<file path="config.mk">
export PLATFORM = sky130hd
export DESIGN_NAME = mux_scan_sequencer
export DESIGN_NICKNAME = d
export VERILOG_FILES = /design/src/rtl/mux_scan_defs_pkg.sv /design/src/rtl/mux_scan_sequencer_dwell_timer.sv /design/src/rtl/mux_scan_sequencer.sv
export SDC_FILE = /design/constraint.sdc
export NUM_CORES = 1
export LEC_CHECK = 0
export ABC_AREA = 1
export CAP_MARGIN = 20
export CORE_MARGIN = 3
export CORE_UTILIZATION = 54
export DETAILED_ROUTE_END_ITERATION = 10
export DONT_BUFFER_PORTS = 1
export GPL_ROUTABILITY_DRIVEN = 0
export HOLD_SLACK_MARGIN = 0.02
export PLACE_DENSITY_LB_ADDON = 0.25
export SLEW_MARGIN = 20
export SYNTH_ARGS = -nofsm -noshare
export SYNTH_HDL_FRONTEND = slang
export SYNTH_SLANG_ARGS = --single-unit
</file>
<file path="constraint.sdc">
create_clock -name clk -period 1.3 [get_ports clk]
set_clock_uncertainty 0.2 [all_clocks]
set_input_delay 0.195 -clock clk [delete_from_list [all_inputs] [get_ports clk]]
set_output_delay 0.195 -clock clk [all_outputs]
set_load 0.02 [all_outputs]
</file>
<file path="src/rtl/mux_scan_defs_pkg.sv">
// Shared definitions for the mux scan sequencer: state encoding, channel
// geometry and a small bit-insertion helper used when assembling a scan.
package mux_scan_defs;

   localparam int SEL_W = 3;
   localparam int NCH   = 8;

   typedef enum logic [1:0] {
      ST_IDLE = 2'd0,
      ST_SCAN = 2'd1,
      ST_DONE = 2'd2
   } state_t;

   // Return v with bit idx replaced by b.
   function automatic logic [NCH-1:0] set_bit(
      input logic [NCH-1:0]   v,
      input logic [SEL_W-1:0] idx,
      input logic             b
   );
      logic [NCH-1:0] r;
      r      = v;
      r[idx] = b;
      return r;
   endfunction

endpackage

</file>
<file path="src/rtl/mux_scan_sequencer_dwell_timer.sv">
// Dwell timer: counts the cycles a select value has been held and flags the
// last one, which is the cycle on which the mux output is sampled.
module dwell_timer #(
   parameter int DWELL = 1
) (
   input  logic clk,
   input  logic rst,
   input  logic clr,
   input  logic en,
   output logic tick
);

   localparam int            CW   = (DWELL > 1) ? $clog2(DWELL) : 1;
   localparam logic [CW-1:0] LAST = CW'(DWELL - 1);
   localparam logic [CW-1:0] ONE  = CW'(1);

   logic [CW-1:0] cnt_r;

   // Cycle counter: cleared outside a scan, wraps to zero after the last dwell cycle.
   always_ff @(posedge clk or posedge rst) begin
      if (rst) begin
         cnt_r <= {CW{1'b0}};
      end else if (clr) begin
         cnt_r <= {CW{1'b0}};
      end else if (en) begin
         if (cnt_r == LAST) begin
            cnt_r <= {CW{1'b0}};
         end else begin
            cnt_r <= cnt_r + ONE;
         end
      end else begin
         cnt_r <= cnt_r;
      end
   end

   assign tick = (cnt_r == LAST);

endmodule

</file>
<file path="src/rtl/mux_scan_sequencer.sv">
// Mux scan sequencer: steps the 8:1 mux select through channels 0..7, holding
// each for DWELL cycles, and assembles the sampled mux outputs into one byte.
module mux_scan_sequencer
   import mux_scan_defs::*;
#(
   parameter int DWELL = 1
) (
   input  logic             clk,
   input  logic             rst,
   input  logic             start,
   input  logic             abort,
   input  logic             y_in,
   output logic [SEL_W-1:0] sel,
   output logic [NCH-1:0]   data,
   output logic             busy,
   output logic             done
);

   localparam logic [SEL_W-1:0] SEL_LAST = SEL_W'(NCH - 1);
   localparam logic [SEL_W-1:0] SEL_ONE  = SEL_W'(1);

   state_t           state_r;
   logic [SEL_W-1:0] sel_r;
   logic [NCH-1:0]   shadow_r;
   logic [NCH-1:0]   data_r;
   logic             busy_r;
   logic             done_r;
   logic             tick_s;
   logic             tmr_clr_s;
   logic             tmr_en_s;
   logic [NCH-1:0]   shadow_nxt_s;

   // Timer control: runs only while scanning, held clear otherwise or on abort.
   always_comb begin
      tmr_en_s     = 1'b0;
      tmr_clr_s    = 1'b1;
      shadow_nxt_s = set_bit(shadow_r, sel_r, y_in);
      if (state_r == ST_SCAN) begin
         tmr_en_s  = 1'b1;
         tmr_clr_s = abort;
      end else begin
         tmr_en_s  = 1'b0;
         tmr_clr_s = 1'b1;
      end
   end

   dwell_timer #(
      .DWELL (DWELL)
   ) u_dwell_timer (
      .clk  (clk),
      .rst  (rst),
      .clr  (tmr_clr_s),
      .en   (tmr_en_s),
      .tick (tick_s)
   );

   // Scan FSM with registered select, shadow, result and status outputs.
   // The result byte and done are loaded on the edge entering DONE, so done
   // is high exactly while the DONE state is held and coincides with new data.
   always_ff @(posedge clk or posedge rst) begin
      if (rst) begin
         state_r  <= ST_IDLE;
         sel_r    <= {SEL_W{1'b0}};
         shadow_r <= {NCH{1'b0}};
         data_r   <= {NCH{1'b0}};
         busy_r   <= 1'b0;
         done_r   <= 1'b0;
      end else begin
         case (state_r)
            ST_IDLE: begin
               done_r <= 1'b0;
               if (start && !abort) begin
                  state_r <= ST_SCAN;
                  sel_r   <= {SEL_W{1'b0}};
                  busy_r  <= 1'b1;
               end else begin
                  state_r <= ST_IDLE;
                  busy_r  <= 1'b0;
               end
            end
            ST_SCAN: begin
               if (abort) begin
                  state_r  <= ST_IDLE;
                  sel_r    <= {SEL_W{1'b0}};
                  shadow_r <= {NCH{1'b0}};
                  busy_r   <= 1'b0;
               end else if (tick_s) begin
                  shadow_r <= shadow_nxt_s;
                  if (sel_r == SEL_LAST) begin
                     state_r <= ST_DONE;
                     busy_r  <= 1'b0;
                     done_r  <= 1'b1;
                     data_r  <= shadow_nxt_s;
                  end else begin
                     sel_r <= sel_r + SEL_ONE;
                  end
               end else begin
                  state_r <= ST_SCAN;
               end
            end
            ST_DONE: begin
               state_r <= ST_IDLE;
               sel_r   <= {SEL_W{1'b0}};
               done_r  <= 1'b0;
               busy_r  <= 1'b0;
            end
            default: begin
               state_r  <= ST_IDLE;
               sel_r    <= {SEL_W{1'b0}};
               shadow_r <= {NCH{1'b0}};
               busy_r   <= 1'b0;
               done_r   <= 1'b0;
            end
         endcase
      end
   end

   assign sel  = sel_r;
   assign data = data_r;
   assign busy = busy_r;
   assign done = done_r;

endmodule

</file>
# --- After elaboration in Yosys (flattened, before gate mapping) ---
# Index checks and enable logic that the tools add are counted.
# Widths: inputs -> output; s select.
word_totals:
  register_bits: 24
  latch_bits: 0
  ramBits: 0
  mem_bits_ro: 0
  inputBits: 5
  out_inout_bits: 13
  elab_cells: 66
  mem_count: 0
classes:
  add_sub_neg: 2
  multipliers: 0
  div_mod_pow: 0
  magnitude_cmp: 2
  eq_ne: 11
  shift: 0
  n_mux: 30
  bitwise: 3
  reduce_logical: 11
ops:
  columns: ["operator", "n"]
  rows:
  - ["$mux 8", 2]
  - ["$pmux 8 s2", 1]
  - ["$mux 1", 15]
  - ["$mux 3", 4]
  - ["$bwmux 8", 1]
  - ["$mux 2", 3]
  - ["$ne 2x2->1 const B", 3]
  - ["$ne 3x3->1 const B", 2]
  - ["$pmux 3 s2", 1]
  - ["$reduce_and 3->1", 2]
  - ["$lt 3x4->1 const B", 1]
  - ["$ne 4x2->1 const B", 1]
  - ["$pmux 2 s2", 1]
  - ["$reduce_and 2->1", 2]
  - ["$reduce_and 4->1", 1]
  - ["$add 3x1->3 const B", 1]
  - ["$demux 1 s3", 1]
  - ["$eq 3x3->1 const B", 1]
  - ["$ge 3x1->1 const B", 1]
  - ["$ne 3x2->1 const B", 1]
  - ["$not 1->1", 3]
  - ["$eq 2x1->1 const B", 1]
  - ["$eq 2x2->1 const B", 1]
  - ["$logic_and 1x1->1", 2]
  - ["7 further kinds", 7]

# --- Depth between registers and ports, before layout ---
# Gate-level depths: netlist of the first run.
logic_depth:
  depth_word: 8
  depth_mapped: 7
  mapped_depth_nobuf: 6

# --- Cells and area by module ---
# From an unflattened synthesis of the first run, not the netlist that was laid out.
unflattened:
  cells_unflattened: 149
  hier_area_um2: 1191.1
modules_own_cells:
  columns: ["mod", "n_inst", "cells_each", "area_per_inst_um2", "seq_area_each_um2"]
  rows:
  - ["mux_scan_sequencer", 1, 147, 1179.9, 575.6]
  - ["dwell_timer", 1, 2, 11.3, 0.0]

# --- Least setup slack after synthesis of the first run ---
# OpenSTA, ideal clock, no wires.
synth_path:
  path_type: "register to register"
  startpoint: "register sel_r[0], in the netlist sel[0]"
  endpoint: "register sel_r[0], in the netlist sel[0]"
  setup_ns: 0.117
  arrival_time_ns: 1.254
  required_time_ns: 0.983
  slack_ns: -0.271
  path_stages_with_launch: 7
  path_buffers: 0
  synth_period_minus_slack_ns: 1.571
  path_cell_list: "dfrtp_1 -> ha_1 -> ha_1 -> nand4_2 -> nand2_1 -> nand2_1 -> nand2_1"
synth_via:
  elab_chain_cells: 5
synth_rtl:
  columns: ["element", "line_no", "rtl"]
  rows:
  - ["start: declaration", "mux_scan_sequencer.sv:23", "logic [SEL_W-1:0] sel_r;"]
  - ["start signal: assignment", "mux_scan_sequencer.sv:63", "sel_r <= {SEL_W{1'b0}};"]
  - ["start signal: assignment", "mux_scan_sequencer.sv:74", "sel_r <= {SEL_W{1'b0}};"]
  - ["start signal: assignment", "mux_scan_sequencer.sv:84", "sel_r <= {SEL_W{1'b0}};"]
  - ["$add 3x1->3", "mux_scan_sequencer.sv:95", "sel_r <= sel_r + SEL_ONE;"]
  - ["$mux 3", "mux_scan_sequencer.sv:89", "if (sel_r == SEL_LAST) begin"]
  - ["$mux 3", "mux_scan_sequencer.sv:87", "end else if (tick_s) begin"]
  - ["$mux 3", "mux_scan_sequencer.sv:82", "if (abort) begin"]
  - ["$pmux 3 s2", "mux_scan_sequencer.sv:69", "case (state_r)"]
# Several ways; a longest one is shown, not always the timed one. The select of a mux whose other input is x is not followed.
# A chain may end at the register's enable or synchronous reset.

# --- Worst setup path after layout of the first run ---
layout_path:
  startpoint: "register sel_r[1], in the netlist sel[1]"
  endpoint: "register data_r[2], in the netlist data[2]"
layout_via:
  elab_chain_cells: 5
layout_rtl:
  columns: ["element", "line_no", "rtl"]
  rows:
  - ["$lt 3x4->1 (implied by the code) / $ge 3x1->1 (equally long branches)", "mux_scan_defs_pkg.sv:22", "r[idx] = b;"]
  - ["$logic_and 1x1->1 (implied by the code)", "mux_scan_defs_pkg.sv:22", null]
  - ["$mux 1 (implied by the code)", "mux_scan_defs_pkg.sv:22", null]
  - ["$demux 1 s3", "mux_scan_defs_pkg.sv:22", null]
  - ["$bwmux 8", "mux_scan_defs_pkg.sv:22", null]
  - ["end signal: assignment", "mux_scan_sequencer.sv:65", "data_r <= {NCH{1'b0}};"]
  - ["end signal: assignment", "mux_scan_sequencer.sv:93", "data_r <= shadow_nxt_s;"]
  - ["end: declaration", "mux_scan_sequencer.sv:25", "logic [NCH-1:0] data_r;"]
# Several ways; a longest one is shown, not always the timed one.

==> run_results.csv, run 1 <==
group,metric,value,unit
pwr,p_leak,0.764,nW
worst_setup_path,cp_cell_sequence,"buf_4 -> buf_8 -> inv_4 -> nor2_1 -> nand3_1 -> nand3_1 -> nand2_1",
min_path,hp-start,"start",
synthesis,synth_area,1120,sq um
pwr,powerDensity,1060,nW/um^2
drt,drt_pass1_iterations,7,
worst_setup_path,regToRegSetupSlack,-0.26,ns
final_layout,drive_above_1_share,0.321,
worst_setup_path,r2r_end,"data[2]",
final_layout,finalNonFillerCells,193,
pwr,power_switching,0.540,mW
timing,fin_hold_ws,0.0142,ns
global_route,grt_pass1_vias,946,
cts,insertion_delay,0.31,ns
drt,first_iter_violations,126,
worst_setup_path,rr_worst_depth,7,
pwr,power.internal,1.05,mW
run_status,violations,"negative setup slack",
cts,clockBufferDepth,2,
floorplanning,core_area,1840,sq um
min_path,hold_path_depth,5,
drt,wirelength,3370,microns
worst_setup_path,path_max_fanout,8,
worst_setup_path,startpoint_type,"flip-flop",
pwr,pwr-share-comb,0.276,
timing,fmax,640,MHz
floorplanning,initial_core_util,0.610,
global_route,grt_pass1_wl,4230,microns
placed_design,dp_cells,180,
timing,rsz0062_at_grt,"true",
floorplanning,die_y,51.6,microns
cts,clk_pin_slew,0.13,ns
drt,avgRoutedWirePerCell,17.5,microns
timing,slew-limit-headroom,0.736,
run_status,outcome,"finished with violations",
timing,min_period,1.56,ns
worst_setup_path,path_common_cell,"nand3_1",
worst_setup_path,cp.arrival,1.56,ns
drt,drc,0,
floorplanning,die-area,2660,sq um
global_route,antenna_found_initial,0,
final_layout,area_growth,33.8,%
final_layout,final_core_util,0.816,
placed_design,dpl.hpwl,1810,microns
min_path,min_path_type,"in -> reg",
global_route,grt_max_degree,14,
drt,vias,1179,
pwr,p_seq_frac,0.515,
cts,tritoncts,"done",
timing,worst_pin_slew,0.395,ns
worst_setup_path,critPathMaxStageDelay,0.43,ns
worst_setup_path,path_class,"reg -> reg",
synthesis,seq_area_frac_synth,0.513,
synthesis,synthesis.nets,151,
run,cap_violations,0,
timing,hold_viol,0,
floorplanning,row_count,15,
global_route,grt-ovfl-total,0,
timing,setup_viol,26,
pwr,vdd_ir_drop_max,0.000820,V
worst_setup_path,cp-startpoint,"sel[1]",
synthesis,yosys.area.top_type_share,0.513,
cts,cts.sinks,23,
synthesis,synth.largest_area_cell,"dfrtp_1",
timing,drv_slew,0,
floorplanning,die_w,51.6,microns
min_path,holdPathEnd,"sel[0]",
timing,setup_tns,-3.92,ns
timing,layout_setup_ws,-0.263,ns
pwr,p_clk_frac,0.208,
synthesis,ys_ff_latch,23,
synthesis,yosysWarnings,0,
final_layout,finalNetCount,176,
worst_setup_path,worstReg2RegStart,"sel[1]",
global_route,track_usage,0.217,
cts,htree_levels,1,
synthesis,syn_avg_cell_area,7.79,sq um
floorplanning,num_io_pins,18,
pwr,swShare,0.340,
drt,antenna_left,0,
worst_setup_path,cp-end-kind,"flip-flop",
synthesis,postSynthCellCount,144,
worst_setup_path,crit_slowest_cell,"dfrtp_2",
cts,cts-root-buf,"clkbuf_4",
drt,viasPerCell,6.11,
cts,numCtsBuffers,3,
placed_design,io_buffer_count,0,
timing,period_share,1.20,
worst_setup_path,required,1.30,ns
synthesis,synth_top_cells_by_area,"dfrtp_1 51%, nand2_1 23%, nand3_1 9.4%",
synthesis,synth.distinct_cells,14,
final_layout,antenna_cells,0,
==> worst max-delay path by stage <==
stage          endpoint  slack (ns)
2_1_floorplan    sel[0]       -0.12
3_3_place_gp     sel[2]       -0.11
3_5_place_dp    data[1]       -0.15
4_1_cts          sel[1]       -0.15
5_1_grt          sel[2]       -0.27
6_report        data[2]       -0.26
==> cell usage after synthesis <==
master     n
nor2_2     1
nor3_2     1
buf_4      3
nand4_1    5
nand2_1   70
dfrtp_1   23
ha_1       2
inv_2      1
nor2_1     3
nand3_1   21
nand4_2    1
clkinv_1   1
nor2_4     1
inv_1     11
==> power by group through the flow <==
stage / clock network (mW) / logic (mW) / registers, mW
after detailed placement: 0 / 0.304 / 0.827
after global routing: 0.369 / 0.459 / 0.823
final: 0.331 / 0.439 / 0.818
after floorplan: 0 / 0.194 / 0.839
after CTS: 0.336 / 0.342 / 0.815
after global placement: 0 / 0.291 / 0.825
==> critical path: cells and delay by family, from the launching register on <==
kind | cells | cell delay, ns
simple gates | 4 | 0.49
flops | 1 | 0.43
buf+inv | 3 | 0.32
==> metal layers <==
metal	vias to the layer above	wire length, microns	global-route usage
li1	504	-	-
met1	550	1330	0.256
met2	94	1550	0.373
met3	31	314	0.0516
met4	0	179	0.0917
met5	-	0	0
==> sequential cells by signal (all words and copies together) (netlist names) <==
register / flops
busy: 1
data: 8
done: 1
sel: 3
shadow_r: 8
state_r: 2
==> metrics by stage <==
stage / setup slack, ns / instance area, sq um / total power [mW]
6_report: -0.263 / 1500 / 1.59
2_1_floorplan: -0.123 / 1170 / 1.03
4_1_cts: -0.151 / 1400 / 1.49
3_3_place_gp: -0.114 / 1290 / 1.12
3_5_place_dp: -0.151 / 1290 / 1.13
5_1_grt: -0.275 / 1500 / 1.65
==> cells by family after synthesis <==
group,Yosys count,synth area share
AND/OR/NAND/NOR,103,0.401
buffers and inverters,16,0.0635
adder cells (fa/ha/maj),2,0.0223
flip-flops,23,0.513
==> layout make-up <==
cell class	count	area [sq um]
multi-input cells	106	599
flip-flops and latches	23	579
fillers	107	338
repair buffers	22	205
inverters	13	58.8
well taps	25	31.3
clock buffers	3	22.5
clock inverters	1	5.00
==> placed cells by master (no fill, tap or decap) <==
master and n:
nand2_1 61, dfrtp_1 20, nand3_1 14, buf_4 13, nand2_2 9, inv_1 8, nand3_2 7, nand4_1 5
dlygate4sd3_1 5, nor2_4 4, clkbuf_4 3, dfrtp_2 3, inv_2 2, inv_4 2, ha_4 2, buf_6 2
nor2_2 1, clkinv_4 1, nand4_4 1, nor3_4 1, nor2_1 1, clkinv_2 1, buf_8 1, buf_12 1
==> timing repair <==
item	in CTS	in global routing
endpoints found under the setup margin	26	26
hold endpoints to repair	46	20
pin swaps	8	12
gates cloned	1	0
gates resized for setup	10	22
setup buffers	2	1
hold buffers	3	2
Power figures use the tool's default switching activity.
==> inputs of run 2 (changes only) <==
--- a/config.mk
+++ b/config.mk
@@ -8,13 +8,13 @@
 export ABC_AREA = 1
 export CAP_MARGIN = 20
 export CORE_MARGIN = 3
-export CORE_UTILIZATION = 54
+export CORE_UTILIZATION = 42
 export DETAILED_ROUTE_END_ITERATION = 10
 export DONT_BUFFER_PORTS = 1
 export GPL_ROUTABILITY_DRIVEN = 0
 export HOLD_SLACK_MARGIN = 0.02
 export PLACE_DENSITY_LB_ADDON = 0.25
-export SLEW_MARGIN = 20
+export SLEW_MARGIN = 5
 export SYNTH_ARGS = -nofsm -noshare
 export SYNTH_HDL_FRONTEND = slang
 export SYNTH_SLANG_ARGS = --single-unit
==> constraint.sdc (replaced) <==
create_clock -name clk -period 1.3 [get_ports clk]
set_clock_uncertainty 0.2 [all_clocks]
set_input_delay 0.195 -clock clk [delete_from_list [all_inputs] [get_ports clk]]
set_output_delay 0.195 -clock clk [all_outputs]
set_load 0.1 [all_outputs]
==> run 2 against run 1 <==
  * The run ends with negative hold slack, negative setup slack left
  * Fmax fell by 4.9%
  * Sequential power about the same
  * Final area increased by 35%
  * Die area increased by 25%
  * Global-route usage rose by 2.3 points
  * Critical path depth is 1 lower
  * Largest power group unchanged
  * Total power grew 24%
  * Clock power is essentially flat
==> run_results.csv, run 2 (synthesized netlist as in run 1, its figures left out) <==
group,metric,value,unit
cts,clk_pin_slew,0.12,ns
floorplanning,row_count,18,
cts,insertion_delay,0.31,ns
final_layout,finalNetCount,199,
timing,fmax,608,MHz
timing,layout_setup_ws,-0.344,ns
pwr,powerDensity,969,nW/um^2
drt,drc,0,
timing,hold_viol,15,
cts,tritoncts,"done",
timing,setup_tns,-6.50,ns
final_layout,final_cell_mix,"47 x nand2_1, 21 x nand2_2, 19 x dfrtp_1",
timing,fin_hold_ws,-0.257,ns
floorplanning,die-area,3330,sq um
run_status,outcome,"finished with violations",
timing,drv_slew,0,
final_layout,num-fill-cells,139,
global_route,grt_pass1_wl,6030,microns
pwr,vdd_ir_drop_max,0.000765,V
placed_design,dpl.hpwl,1880,microns
run_status,violations,"negative hold slack, negative setup slack",
cts,ctsHoldBuffers,2,
floorplanning,die_y,57.7,microns
worst_setup_path,cp-end-kind,"flip-flop",
drt,drt_pass1_iterations,4,
placed_design,io_buffer_count,0,
cts,clockBufferDepth,2,
run,cap_violations,0,
placed_design,dp_cells,197,
timing,setup_viol,35,
cts,cts.sinks,23,
final_layout,drive_above_1_share,0.545,
worst_setup_path,cp.arrival,1.70,ns
worst_setup_path,startpoint_type,"flip-flop",
drt,antenna_left,0,
global_route,grt_pass1_vias,1200,
min_path,min_path_type,"in -> reg",
timing,period_share,1.26,
final_layout,finalNonFillerCells,221,
global_route,grt_max_degree,24,
final_layout,antenna_cells,0,
timing,slew-limit-headroom,0.801,
drt,wirelength,3770,microns
placed_design,dpl_worst_slack,-0.206,ns
final_layout,area_growth,80.8,%
final_layout,final_common_cell,"nand2_1",
floorplanning,num_io_pins,18,
drt,viasPerCell,5.40,
pwr,p_leak,0.948,nW
cts,numCtsBuffers,3,
drt,avgRoutedWirePerCell,17.1,microns
drt,first_iter_violations,54,
global_route,grt-ovfl-total,0,
pwr,fin_total_pwr,1.97,mW
floorplanning,die_w,57.7,microns
drt,vias,1194,
floorplanning,initial_core_util,0.449,
cts,htree_levels,1,
floorplanning,core_area,2500,sq um
timing,worst_pin_slew,0.298,ns
global_route,antenna_found_initial,0,
worst_setup_path,path_max_fanout,5,
global_route,track_usage,0.239,
cts,cts-root-buf,"clkbuf_4",
timing,rsz0062_at_grt,"true",
worst_setup_path,path_class,"reg -> reg",
timing,min_period,1.64,ns
worst_setup_path,required,1.36,ns
-- run 2: changes by cell type in the layout (fill, tap and decap cells not counted), moves of 7 or more --
cell	before	now
buf_12	1	15
nand2_2	9	21
nand3_1	14	4
buf_6	2	9
nand3_2	7	16
nand2_1	61	47
-- run 2: metal layers --
metal,track usage,vias up,part of all wire
met4,0.0728,0,0.014
met5,0,-,0
met2,0.397,44,0.53
li1,-,554,-
met1,0.305,588,0.40
met3,0.0646,8,0.060
-- run 2: report_power, final --
| group | total [mW] | internal, mW | switching [mW] |
|---|---|---|---|
| combinational | 0.813 | 0.332 | 0.481 |
| sequential | 0.820 | 0.771 | 0.0491 |
| clock | 0.334 | 0.120 | 0.214 |
| total | 1.97 | 1.22 | 0.744 |
-- run 2: critical path, stage by stage, from the launching register on --
cell and delay [ns]:
dfrtp_4 0.50, buf_6 0.12, ha_4 0.15, ha_4 0.18
nor3_4 0.26, nand2_1 0.10, nand2_1 0.06
-- run 2: cell type report --
class                   instances  area [sq um]  area share
repair buffers                 44           592       0.292
flip-flops and latches         23           588       0.290
inverters                      13          67.6      0.0333
well taps                      30          37.5      0.0185
multi-input cells             106           709       0.350
clock buffers                   4          26.3      0.0129
repair inverters                1          8.76     0.00432
-- run 2: path summary, 6_finish.rpt --
kind	startpoint	end	slack, ns	cells past startpoint
max	sel[0]	sel[0]	-0.34	6
min	abort	state_r[1]	-0.26	1
max reg2reg	sel[0]	sel[0]	-0.34	6
min reg2reg	shadow_r[2]	shadow_r[2]	0.30	2
max in group asynchronous	rst	sel[0]	0.49	3
min in group asynchronous	rst	data[0]	0.15	3
-- run 2: timing repair --
item / in CTS / in global routing
buffers inserted: 17 / 0
gates resized for setup: 57 / 23
pin swaps: 37 / 26
setup endpoints to repair: 35 / 36
endpoints found under the hold margin: 45 / 19
gates cloned: 3 / 0
-- run 2: metrics by stage --
stage	util	cell area (sq um)	hold slack (ns)
after global placement	0.617	1540	-0.0570
after detailed placement	0.617	1540	-0.0521
after CTS	0.791	1980	-0.264
final	0.812	2030	-0.257
after floorplan	-	1180	-0.00301
after global routing	0.812	2030	-0.278
